[config.mk]
export PLATFORM = sky130hd
export DESIGN_NAME = onehot_grant_arbiter
export DESIGN_NICKNAME = d
export VERILOG_FILES = /design/src/rtl/onehot_grant_arbiter.sv
export SDC_FILE = /design/constraint.sdc
export NUM_CORES = 1
export LEC_CHECK = 0
export CAP_MARGIN = 30
export CORE_MARGIN = 3
export CORE_UTILIZATION = 55
export CTS_CLUSTER_SIZE = 40
export DETAILED_ROUTE_END_ITERATION = 7
export GPL_TIMING_DRIVEN = 0
export PLACE_DENSITY = 0.87
export SYNTH_ARGS = -nofsm -noshare
export SYNTH_HDL_FRONTEND = slang
export SYNTH_SLANG_ARGS = --single-unit
[constraint.sdc]
create_clock -name clock -period 3 [get_ports clock]
set_input_delay 0.45 -clock clock [delete_from_list [all_inputs] [get_ports clock]]
set_output_delay 0.45 -clock clock [all_outputs]
set_load 0.05 [all_outputs]
[src/rtl/onehot_grant_arbiter.sv]
// Purpose     : round-robin arbiter issuing one multi-beat tenure at a time on onehot0 grant lines.
// Latency     : req -> gnt 1 cycle; release and handoff to the next requester on the same edge.
// Backpressure: quiesce blocks new tenures only; an active tenure always runs to completion.
//
// Ports:
//   clock     - single clock, all state updates on posedge
//   reset_n   - asynchronous active-low reset
//   quiesce   - 1 = start no new tenure
//   req       - per-requester level request, held for the whole tenure
//   req_last  - last beat of tenure, only meaningful for the current holder
//   gnt       - registered onehot0 grant
//   gnt_valid - registered |gnt
//   gnt_id    - index of the set gnt bit, 0 when idle
//   abort     - 1-cycle pulse: holder dropped req without req_last
//   timeout   - 1-cycle pulse: tenure forcibly ended after MAX_HOLD cycles
module onehot_grant_arbiter #(
    parameter int N        = 3,
    parameter int MAX_HOLD = 16
) (
    input  logic                 clock,
    input  logic                 reset_n,
    input  logic                 quiesce,
    input  logic [N-1:0]         req,
    input  logic [N-1:0]         req_last,
    output logic [N-1:0]         gnt,
    output logic                 gnt_valid,
    output logic [$clog2(N)-1:0] gnt_id,
    output logic                 abort,
    output logic                 timeout
);

    localparam int IW = $clog2(N);
    localparam int CW = $clog2(MAX_HOLD + 1);
    localparam logic [N-1:0]  ONE     = N'(1);
    localparam logic [CW-1:0] HOLD_MX = CW'(MAX_HOLD);

    typedef enum logic {
        ST_IDLE = 1'b0,
        ST_BUSY = 1'b1
    } state_t;

    state_t         r_state;
    logic [IW-1:0]  r_ptr;
    logic [CW-1:0]  r_hold_cnt;
    logic [N-1:0]   r_gnt;
    logic           r_gnt_valid;
    logic [IW-1:0]  r_gnt_id;
    logic           r_abort;
    logic           r_timeout;

    state_t         w_state_n;
    logic [IW-1:0]  w_ptr_n;
    logic [CW-1:0]  w_cnt_n;
    logic [N-1:0]   w_gnt_n;
    logic [IW-1:0]  w_id_n;
    logic           w_abort_n;
    logic           w_timeout_n;
    logic           w_rel;
    logic [IW:0]    w_pick;

    // Index increment modulo N (N need not be a power of two).
    function automatic logic [IW-1:0] wrap_inc(input logic [IW-1:0] v);
        return (v == IW'(N - 1)) ? '0 : v + 1'b1;
    endfunction

    // Round-robin scan starting at base; returns {found, index}.
    function automatic logic [IW:0] rr_pick(input logic [N-1:0] r, input logic [IW-1:0] base);
        logic [IW-1:0] idx;
        logic [IW-1:0] sel;
        logic          found;
        idx   = base;
        sel   = '0;
        found = 1'b0;
        for (int k = 0; k < N; k++) begin
            if (!found && r[idx]) begin
                found = 1'b1;
                sel   = idx;
            end
            idx = wrap_inc(idx);
        end
        return {found, sel};
    endfunction

    always_comb begin
        w_state_n   = r_state;
        w_ptr_n     = r_ptr;
        w_cnt_n     = r_hold_cnt;
        w_gnt_n     = r_gnt;
        w_id_n      = r_gnt_id;
        w_abort_n   = 1'b0;
        w_timeout_n = 1'b0;
        w_rel       = 1'b0;
        w_pick      = '0;

        case (r_state)
            ST_IDLE: begin
                w_pick = rr_pick(req, r_ptr);
                if (!quiesce && w_pick[IW]) begin
                    w_state_n = ST_BUSY;
                    w_gnt_n   = ONE << w_pick[IW-1:0];
                    w_id_n    = w_pick[IW-1:0];
                    w_cnt_n   = CW'(1);
                end
            end

            ST_BUSY: begin
                // Release causes in priority order: abort, last beat, timeout.
                if (!req[r_gnt_id]) begin
                    w_rel     = 1'b1;
                    w_abort_n = 1'b1;
                end else if (req_last[r_gnt_id]) begin
                    w_rel = 1'b1;
                end else if (r_hold_cnt == HOLD_MX) begin
                    w_rel       = 1'b1;
                    w_timeout_n = 1'b1;
                end

                if (w_rel) begin
                    // Handoff on the release edge; the outgoing holder is masked so a
                    // lone continuous requester sees exactly one idle cycle.
                    w_ptr_n = wrap_inc(r_gnt_id);
                    w_pick  = rr_pick(req & ~r_gnt, w_ptr_n);
                    if (!quiesce && w_pick[IW]) begin
                        w_gnt_n = ONE << w_pick[IW-1:0];
                        w_id_n  = w_pick[IW-1:0];
                        w_cnt_n = CW'(1);
                    end else begin
                        w_state_n = ST_IDLE;
                        w_gnt_n   = '0;
                        w_id_n    = '0;
                        w_cnt_n   = '0;
                    end
                end else if (r_hold_cnt != HOLD_MX) begin
                    w_cnt_n = r_hold_cnt + 1'b1;
                end
            end

            default: begin
                w_state_n = ST_IDLE;
                w_gnt_n   = '0;
                w_id_n    = '0;
                w_cnt_n   = '0;
            end
        endcase
    end

    always_ff @(posedge clock or negedge reset_n) begin
        if (!reset_n) begin
            r_state     <= ST_IDLE;
            r_ptr       <= '0;
            r_hold_cnt  <= '0;
            r_gnt       <= '0;
            r_gnt_valid <= 1'b0;
            r_gnt_id    <= '0;
            r_abort     <= 1'b0;
            r_timeout   <= 1'b0;
        end else begin
            r_state     <= w_state_n;
            r_ptr       <= w_ptr_n;
            r_hold_cnt  <= w_cnt_n;
            r_gnt       <= w_gnt_n;
            r_gnt_valid <= |w_gnt_n;
            r_gnt_id    <= w_id_n;
            r_abort     <= w_abort_n;
            r_timeout   <= w_timeout_n;
        end
    end

    assign gnt       = r_gnt;
    assign gnt_valid = r_gnt_valid;
    assign gnt_id    = r_gnt_id;
    assign abort     = r_abort;
    assign timeout   = r_timeout;

endmodule
==> results of run 1 <==
[where the power goes]
part,switching (uW),internal (uW)
Sequential,63.1,281
Clock,65.1,73.8
Combinational,344,236
[worst max path at each step]
stage                     startpoint      to
final                         gnt[2]  gnt[2]
after floorplan            gnt_id[1]  gnt[0]
after CTS                     gnt[2]  gnt[2]
after global placement        req[0]  gnt[0]
after global routing          gnt[2]  gnt[2]
after detailed placement      req[0]  gnt[0]
[layer usage]
metal  GRT usage (%)  part of all wire [%]  vias up
met5               0                     0        -
met4            6.45                  0.71        0
met3            3.38                   5.2        2
met2            31.1                    48       23
met1            26.4                    46      352
li1                -                     -      381
[kinds of logic after synthesis]
family | synth area share [%]
adder cells (fa/ha/maj) | 2.58
multiplexers | 4.52
AO/OA/AOI/OAI | 27.1
AND/OR/NAND/NOR | 20.0
flip-flops | 41.3
buffers and inverters | 3.61
XOR/XNOR | 0.903
[layout by cell type (no fill, tap or decap), drive strengths merged, types with 2 or more instances in the layout]
| cell type | instances |
|---|---|
| a211o | 2 |
| a211oi | 2 |
| a21o | 4 |
| a21oi | 4 |
| a22o | 2 |
| buf | 2 |
| clkbuf | 4 |
| clkdlybuf4s50 | 16 |
| dfrtp | 16 |
| ha | 2 |
| inv | 5 |
| mux2i | 2 |
| nand2 | 4 |
| nand2b | 3 |
| nand3 | 3 |
| nor2 | 7 |
| nor2b | 7 |
| nor3 | 3 |
| nor4 | 2 |
| o211ai | 2 |
| o21ai | 8 |
[final cells by class]
cell class | instances | area, um2
tap | 16 | 20.0
timing repair buffer | 16 | 160
sequential | 16 | 400
multi-input combinational | 71 | 534
inverter | 5 | 18.8
clock buffer | 4 | 36.3
buffer | 2 | 16.3
fill | 111 | 390
[flip-flops by register name, indices dropped and copies added (netlist names)]
signal / cells
gnt_valid: 1
gnt_id: 2
abort: 1
r_state: 1
timeout: 1
gnt: 3
r_hold_cnt: 5
r_ptr: 2
[per-stage QoR]
stage	area, um2	cells	hold slack [ns]	utilization [%]
final	1190	130	0.537	75.2
after global routing	1190	130	0.591	75.2
after CTS	1190	130	0.546	75.2
after detailed placement	1150	126	0.523	72.9
after global placement	1150	126	0.517	72.9
after floorplan	970	94	0.154	-
==> results.cfg, run 1 <==
[route]
routed_wl_um = 1960
detailedRoute.firstIterationViolations = 19
vias = 758
viasPerCell = 5.83
wire_per_inst_um = 15.1
firstDrtPassIters = 4
drc = 0
ant_nets = 0

[layout]
area_delta_synth_final_pct = 22.3
drive_gt1_share_pct = 14.9
finalNetCount = 126
n_antenna_cell = 0

[sta]
finalHoldViolations = 0
tightest_slew_ns = 0.703
skew_ns = 0.00229
min_period_over_period_pct = 65.9
rsz0062_at_grt = false
slew_headroom_pct = 53.0
fin_ws_ns = 1.02
fmax_mhz = 506
tns_ns = 0
period_needed_ns = 1.98
setup_viol = 0
slew_violations = 0

[critical_path]
cp.arrival_ns = 1.53
worstPathRequired_ns = 2.55
reg2regPathDepth = 6
crit_chain = clkdlybuf4s50_1
end_kind = primary output
critical_path.max_stage_delay_ns = 0.83
r2r_setup_slack_ns = 1.27
start_kind = flip-flop
criticalPathCategory = reg -> out
critPathSlowestCell = clkdlybuf4s50_1
r2r-end = gnt_valid
r2r-start = gnt_id[0]
cpLargestDelayFamily = buffers and inverters
cp_max_fo = 4
path_depth = 1
crit_buf_inv = 1

[synthesis]
syn_nets = 105
synth_largest_area_cell = dfrtp_1
syn_area_um2 = 970
synth.distinct_cells = 40
synth_common_cells = 16 x dfrtp_1, 7 x nor2_1, 7 x o21ai_0
ys_ff_latch = 16
ys_warn_count = 0
synth_enable_flop_cells = 0
syn_inst = 94
synth_area_per_cell_um2 = 10.3
ys.flop_type = dfrtp_1
synth_top_area_share_pct = 41.3
synthArstFlopShare_pct = 100
synth_seq_area_share_pct = 41.3
synthTopCellsByArea = dfrtp_1 41%, nor2b_1 3.9%, o21ai_0 3.6%
synth_most_common_cell = dfrtp_1

[clocking]
hold_buffers = 0
cts_buffers = 3
cts-root-buf = clkbuf_4
clock_latency_ns = 0.28
cts_max_level = 1
path_clk_slew_ns = 0.09
post_cts_buffers = 0
clk_path_buf_depth = 2
clkSinkCount = 16
cts_tree = yes
cts.repair.resized = 0

[die]
rows = 14
die_y_um = 48.0
ios = 17
core_um2 = 1580
dieArea_um2 = 2300
initial_core_util_pct = 61.5
fp.dieW_um = 48.0

[placement]
finalWeightedCongestion = 0.859
dp.final_hpwl_um = 1520
port-buffer-count = 16
place_ws_ns = 0.847

[job]
max_cap_violations = 0

[grt]
grtUsageTotal_pct = 19.5
grt_max_degree = 17
grt_pass1_wl_um = 3150
antenna_found_initial = 0
grt_overflow = 0
grt_pass1_vias = 712

[power]
power_uw = 1060
irDropWorstVdd_v = 0.000492
p_per_area_nw_per_um2 = 896
power_leakage_uw = 0.000528

[hold_path]
hp-start = gnt[1]
hold_path_end = gnt[1]
min_path_cells = 1
holdCritPathClass = reg -> reg

[run_status]
outcome = finished, final reports clean
Note: power is estimated with default switching activity, not from simulation.
==> run 2: changes to the inputs <==
--- a/config.mk
+++ b/config.mk
@@ -7,11 +7,11 @@
 export LEC_CHECK = 0
 export CAP_MARGIN = 30
 export CORE_MARGIN = 3
-export CORE_UTILIZATION = 55
+export CORE_UTILIZATION = 51
 export CTS_CLUSTER_SIZE = 40
 export DETAILED_ROUTE_END_ITERATION = 7
 export GPL_TIMING_DRIVEN = 0
-export PLACE_DENSITY = 0.87
+export PLACE_DENSITY = 0.82
 export SYNTH_ARGS = -nofsm -noshare
 export SYNTH_HDL_FRONTEND = slang
 export SYNTH_SLANG_ARGS = --single-unit
==> constraint.sdc (replaced) <==
create_clock -name clock -period 2.05 [get_ports clock]
set_input_delay 0.3075 -clock clock [delete_from_list [all_inputs] [get_ports clock]]
set_output_delay 0.3075 -clock clock [all_outputs]
set_load 0.05 [all_outputs]
==> run 2 against run 1 <==
Net effect:
- flip-flop and latch count stayed put
- core utilization is 7.4 points lower
- cell count is 6.9% higher
==> results.cfg, run 2 (same netlist as run 1, synthesis figures left out) <==
[grt]
grt_pass1_wl_um = 3970
grt_pass1_vias = 839
grt_max_degree = 17
met1_usage_pct = 26.7
use_met3_pct = 1.51
antenna_found_initial = 0
grtUsageTotal_pct = 20.4
met2_usage_pct = 35.0
busiest_layer = met2
grt_overflow = 0

[layout]
fillers = 170
drive_gt1_share_pct = 14.9
largest_reg_flops = 5
largest_register = r_hold_cnt
final_cell_mix = 16 x dfrtp_1, 16 x clkdlybuf4s50_1, 7 x nor2_1, 7 x o21ai_0, 6 x nor2b_1
n_antenna_cell = 0
finalNetCount = 126
area_delta_synth_final_pct = 23.5

[sta]
tightest_slew_ns = 0.731
period_needed_ns = 1.86
skew_ns = 0.00710
finalHoldViolations = 0
fin_hold_ws_ns = 0.441
slew_violations = 0
rsz0062_at_grt = false
slew_headroom_pct = 51.1
tns_ns = 0
fmax_mhz = 537
setup_viol = 0
min_period_over_period_pct = 90.8

[die]
fp.dieW_um = 49.6
initial_core_util_pct = 55.0
ios = 17
dieArea_um2 = 2460
core_um2 = 1760
rows = 15
die_y_um = 49.6

[clocking]
clk_path_buf_depth = 2
cts_tree = yes
path_clk_slew_ns = 0.10
hold_buffers = 0
cts_max_level = 1
clock_latency_ns = 0.29
cts_buffers = 3
post_cts_buffers = 0
clkSinkCount = 16
cts-root-buf = clkbuf_4
cts.repair.resized = 0

[route]
detailedRoute.firstIterationViolations = 11
drc = 0
vias = 806
wire_per_inst_um = 16.1
viasPerCell = 5.80
routed_wl_um = 2230
firstDrtPassIters = 4
ant_nets = 0

[power]
pwr-share-comb_pct = 54.6
p_per_area_nw_per_um2 = 1320
power_leakage_uw = 0.000528
p_sw_uw = 718
p_int_uw = 866
p_seq_share_pct = 32.0
clkPwrFrac_pct = 13.4
irDropWorstVdd_v = 0.000769
switching_share_pct = 45.3

[critical_path]
end_kind = primary output
critPathSlowestCell = clkdlybuf4s50_1
start_kind = flip-flop
cp_max_fo = 5
cp.arrival_ns = 1.55
cpLargestDelayFamily = buffers and inverters
crit_chain = clkdlybuf4s50_1
criticalPathCategory = reg -> out
r2r_setup_slack_ns = 0.29
worstPathRequired_ns = 1.74
crit_buf_inv = 1
critical_path.max_stage_delay_ns = 0.84

[placement]
finalWeightedCongestion = 0.895
port-buffer-count = 16
dp.final_hpwl_um = 1730

[hold_path]
holdCritPathClass = in -> async

[job]
max_cap_violations = 0

[run_status]
outcome = finished, final reports clean
-- run 2: worst paths after layout --
path                       depth (start not counted)   endpoint          start
max reg2reg                                        7  gnt_valid  r_hold_cnt[0]
max in group asynchronous                          1      abort        reset_n
max                                                1     gnt[0]         gnt[0]
min reg2reg                                        1     gnt[2]         gnt[2]
min in group clock                                 1     gnt[2]         gnt[2]
min                                                1   r_ptr[1]        reset_n
-- run 2: area by class of cell --
| class | count | area [um2] | area share [%] |
|---|---|---|---|
| sequential | 16 | 400 | 33.4 |
| multi-input combinational | 71 | 534 | 44.6 |
| clock buffer | 4 | 36.3 | 3.03 |
| timing repair buffer | 16 | 160 | 13.4 |
| tap | 25 | 31.3 | 2.61 |
| inverter | 5 | 18.8 | 1.57 |
| buffer | 2 | 16.3 | 1.36 |
-- run 2: through the flow --
stage	cells	util [%]	cell area (um2)	setup WS, ns	total power, uW
2_1_floorplan	94	-	970	0.113	1130
5_1_grt	139	67.9	1200	0.156	1680
4_1_cts	139	67.9	1200	0.189	1590
3_3_place_gp	135	65.8	1160	0.0745	1340
6_report	139	67.9	1200	0.189	1580
3_5_place_dp	135	65.8	1160	-0.0161	1370
-- run 2: per-layer routing --
layer / routed length, um / up-vias
li1: - / 386
met1: 976 / 400
met2: 1170 / 13
met3: 43 / 7
met4: 43 / 0
met5: 0 / -
-- run 2: power groups by stage --
stage / Sequential, uW / Clock (uW) / Combinational [uW]
3_3_place_gp: 504 / 0 / 837
2_1_floorplan: 670 / 0 / 456
6_report: 507 / 213 / 864
5_1_grt: 525 / 227 / 926
3_5_place_dp: 511 / 0 / 863
4_1_cts: 505 / 215 / 866
==> run 3: changes to the inputs <==
--- a/config.mk
+++ b/config.mk
@@ -5,12 +5,13 @@
 export SDC_FILE = /design/constraint.sdc
 export NUM_CORES = 1
 export LEC_CHECK = 0
-export CAP_MARGIN = 30
+export CAP_MARGIN = 25
 export CORE_MARGIN = 3
 export CORE_UTILIZATION = 51
 export CTS_CLUSTER_SIZE = 40
 export DETAILED_ROUTE_END_ITERATION = 7
 export GPL_TIMING_DRIVEN = 0
+export MAX_ROUTING_LAYER = met4
 export PLACE_DENSITY = 0.82
 export SYNTH_ARGS = -nofsm -noshare
 export SYNTH_HDL_FRONTEND = slang
==> run 3 against run 2 <==
Net effect:
- global-route usage up 0.76 points
- flip-flop and latch count is the same
- sequential share of layout area stayed put
- largest power group unchanged
- critical path type unchanged
- sequential power hardly changed
- via count fell by 0.37%
==> results.cfg, run 3 (same netlist as run 1, synthesis figures left out) <==
[run_status]
outcome = finished, final reports clean

[critical_path]
critical_path.max_stage_delay_ns = 0.84
end_kind = primary output
crit_buf_inv = 1
critPathSlowestCell = clkdlybuf4s50_1
crit_chain = clkdlybuf4s50_1
reg2regPathDepth = 7
cpLargestDelayFamily = buffers and inverters
cp.arrival_ns = 1.55
worstPathRequired_ns = 1.74
r2r_setup_slack_ns = 0.27
criticalPathCategory = reg -> out
cp_max_fo = 5
start_kind = flip-flop
r2r-end = gnt_valid
r2r-start = r_hold_cnt[0]

[grt]
grt_overflow = 0
grt_pass1_vias = 828
antenna_found_initial = 0
grt_pass1_wl_um = 3970
grt_max_degree = 17
grtUsageTotal_pct = 21.2

[sta]
period_needed_ns = 1.86
slew_violations = 0
fmax_mhz = 538
setup_viol = 0
rsz0062_at_grt = false
min_period_over_period_pct = 90.7
finalHoldViolations = 0
skew_ns = 0.00751
tightest_slew_ns = 0.776
slew_headroom_pct = 48.1

[layout]
final_cell_mix = 16 x dfrtp_1, 16 x clkdlybuf4s50_1, 7 x nor2_1, 7 x o21ai_0, 6 x nor2b_1
drive_gt1_share_pct = 14.9
fillers = 170
area_delta_synth_final_pct = 23.5
final_core_util_pct = 67.9
final-seq-area_um2 = 400
largest_register = r_hold_cnt
multi_input_area_um2 = 534
largest_reg_flops = 5
fin_area_um2 = 1200
n_antenna_cell = 0
finalNetCount = 126

[route]
top_layer_used = met4
met2_length_um = 1170
met3_length_um = 46
wl_met1_um = 999
viasPerCell = 5.78
wire_per_inst_um = 16.3
routed_wl_um = 2260
ant_nets = 0
vias = 803
drc = 0
detailedRoute.firstIterationViolations = 11
firstDrtPassIters = 4

[die]
rows = 15
initial_core_util_pct = 55.0
die_y_um = 49.6
dieArea_um2 = 2460
fp.dieW_um = 49.6
ios = 17
core_um2 = 1760

[power]
power_leakage_uw = 0.000528
irDropWorstVdd_v = 0.000770
p_per_area_nw_per_um2 = 1320

[job]
max_cap_violations = 0

[clocking]
hold_buffers = 0
clock_latency_ns = 0.29
cts_buffers = 3
cts.repair.resized = 0
cts_tree = yes
cts-root-buf = clkbuf_4
path_clk_slew_ns = 0.10
clk_path_buf_depth = 2
cts_max_level = 1
post_cts_buffers = 0
clkSinkCount = 16

[placement]
port-buffer-count = 16
placed_area_um2 = 1160
finalWeightedCongestion = 0.911
dp.final_hpwl_um = 1730

[hold_path]
holdCritPathClass = in -> async
-- run 3: cell counts in the layout (fill, tap and decap cells not counted) --
Identical to the previous run, type by type.
-- run 3: worst max path at each step --
| stage | startpoint | cells after the start | endpoint | slack, ns |
|---|---|---|---|---|
| after floorplan | gnt_id[1] | 6 | gnt[0] | 0.11 |
| after global placement | req[0] | 6 | gnt[0] | 0.07 |
| after detailed placement | req[2] | 6 | gnt_id[0] | -0.02 |
| after CTS | gnt[0] | 1 | gnt[0] | 0.19 |
| after global routing | r_hold_cnt[0] | 7 | gnt_valid | 0.16 |
| final | gnt[0] | 1 | gnt[0] | 0.19 |
-- run 3: cell type report --
type	count	share of cell area [%]
Multi-Input combinational cell	71	44.6
Clock buffer	4	3.03
Inverter	5	1.57
Buffer	2	1.36
Tap cell	25	2.61
Timing Repair Buffer	16	13.4
Sequential cell	16	33.4
-- run 3: metal layers --
layer	track usage, %	vias to the layer above
li1	-	386
met1	27.1	397
met2	35.2	13
met3	1.51	7
met4	7.83	0
met5	-	-
-- run 3: metrics by stage --
step / hold WS [ns] / setup WS (ns) / total power (uW) / cells / TNS, ns
global placement: 0.506 / 0.0745 / 1340 / 135 / 0
global route: 0.510 / 0.156 / 1680 / 139 / 0
CTS: 0.476 / 0.189 / 1590 / 139 / 0
floorplan: 0.0119 / 0.113 / 1130 / 94 / 0
finish: 0.462 / 0.192 / 1580 / 139 / 0
detailed placement: 0.528 / -0.0161 / 1370 / 135 / -0.0229
-- run 3: power by group --
part / internal, uW / switching (uW)
sequential: 411 / 96.1
combinational: 346 / 519
clock: 108 / 104
total: 866 / 719
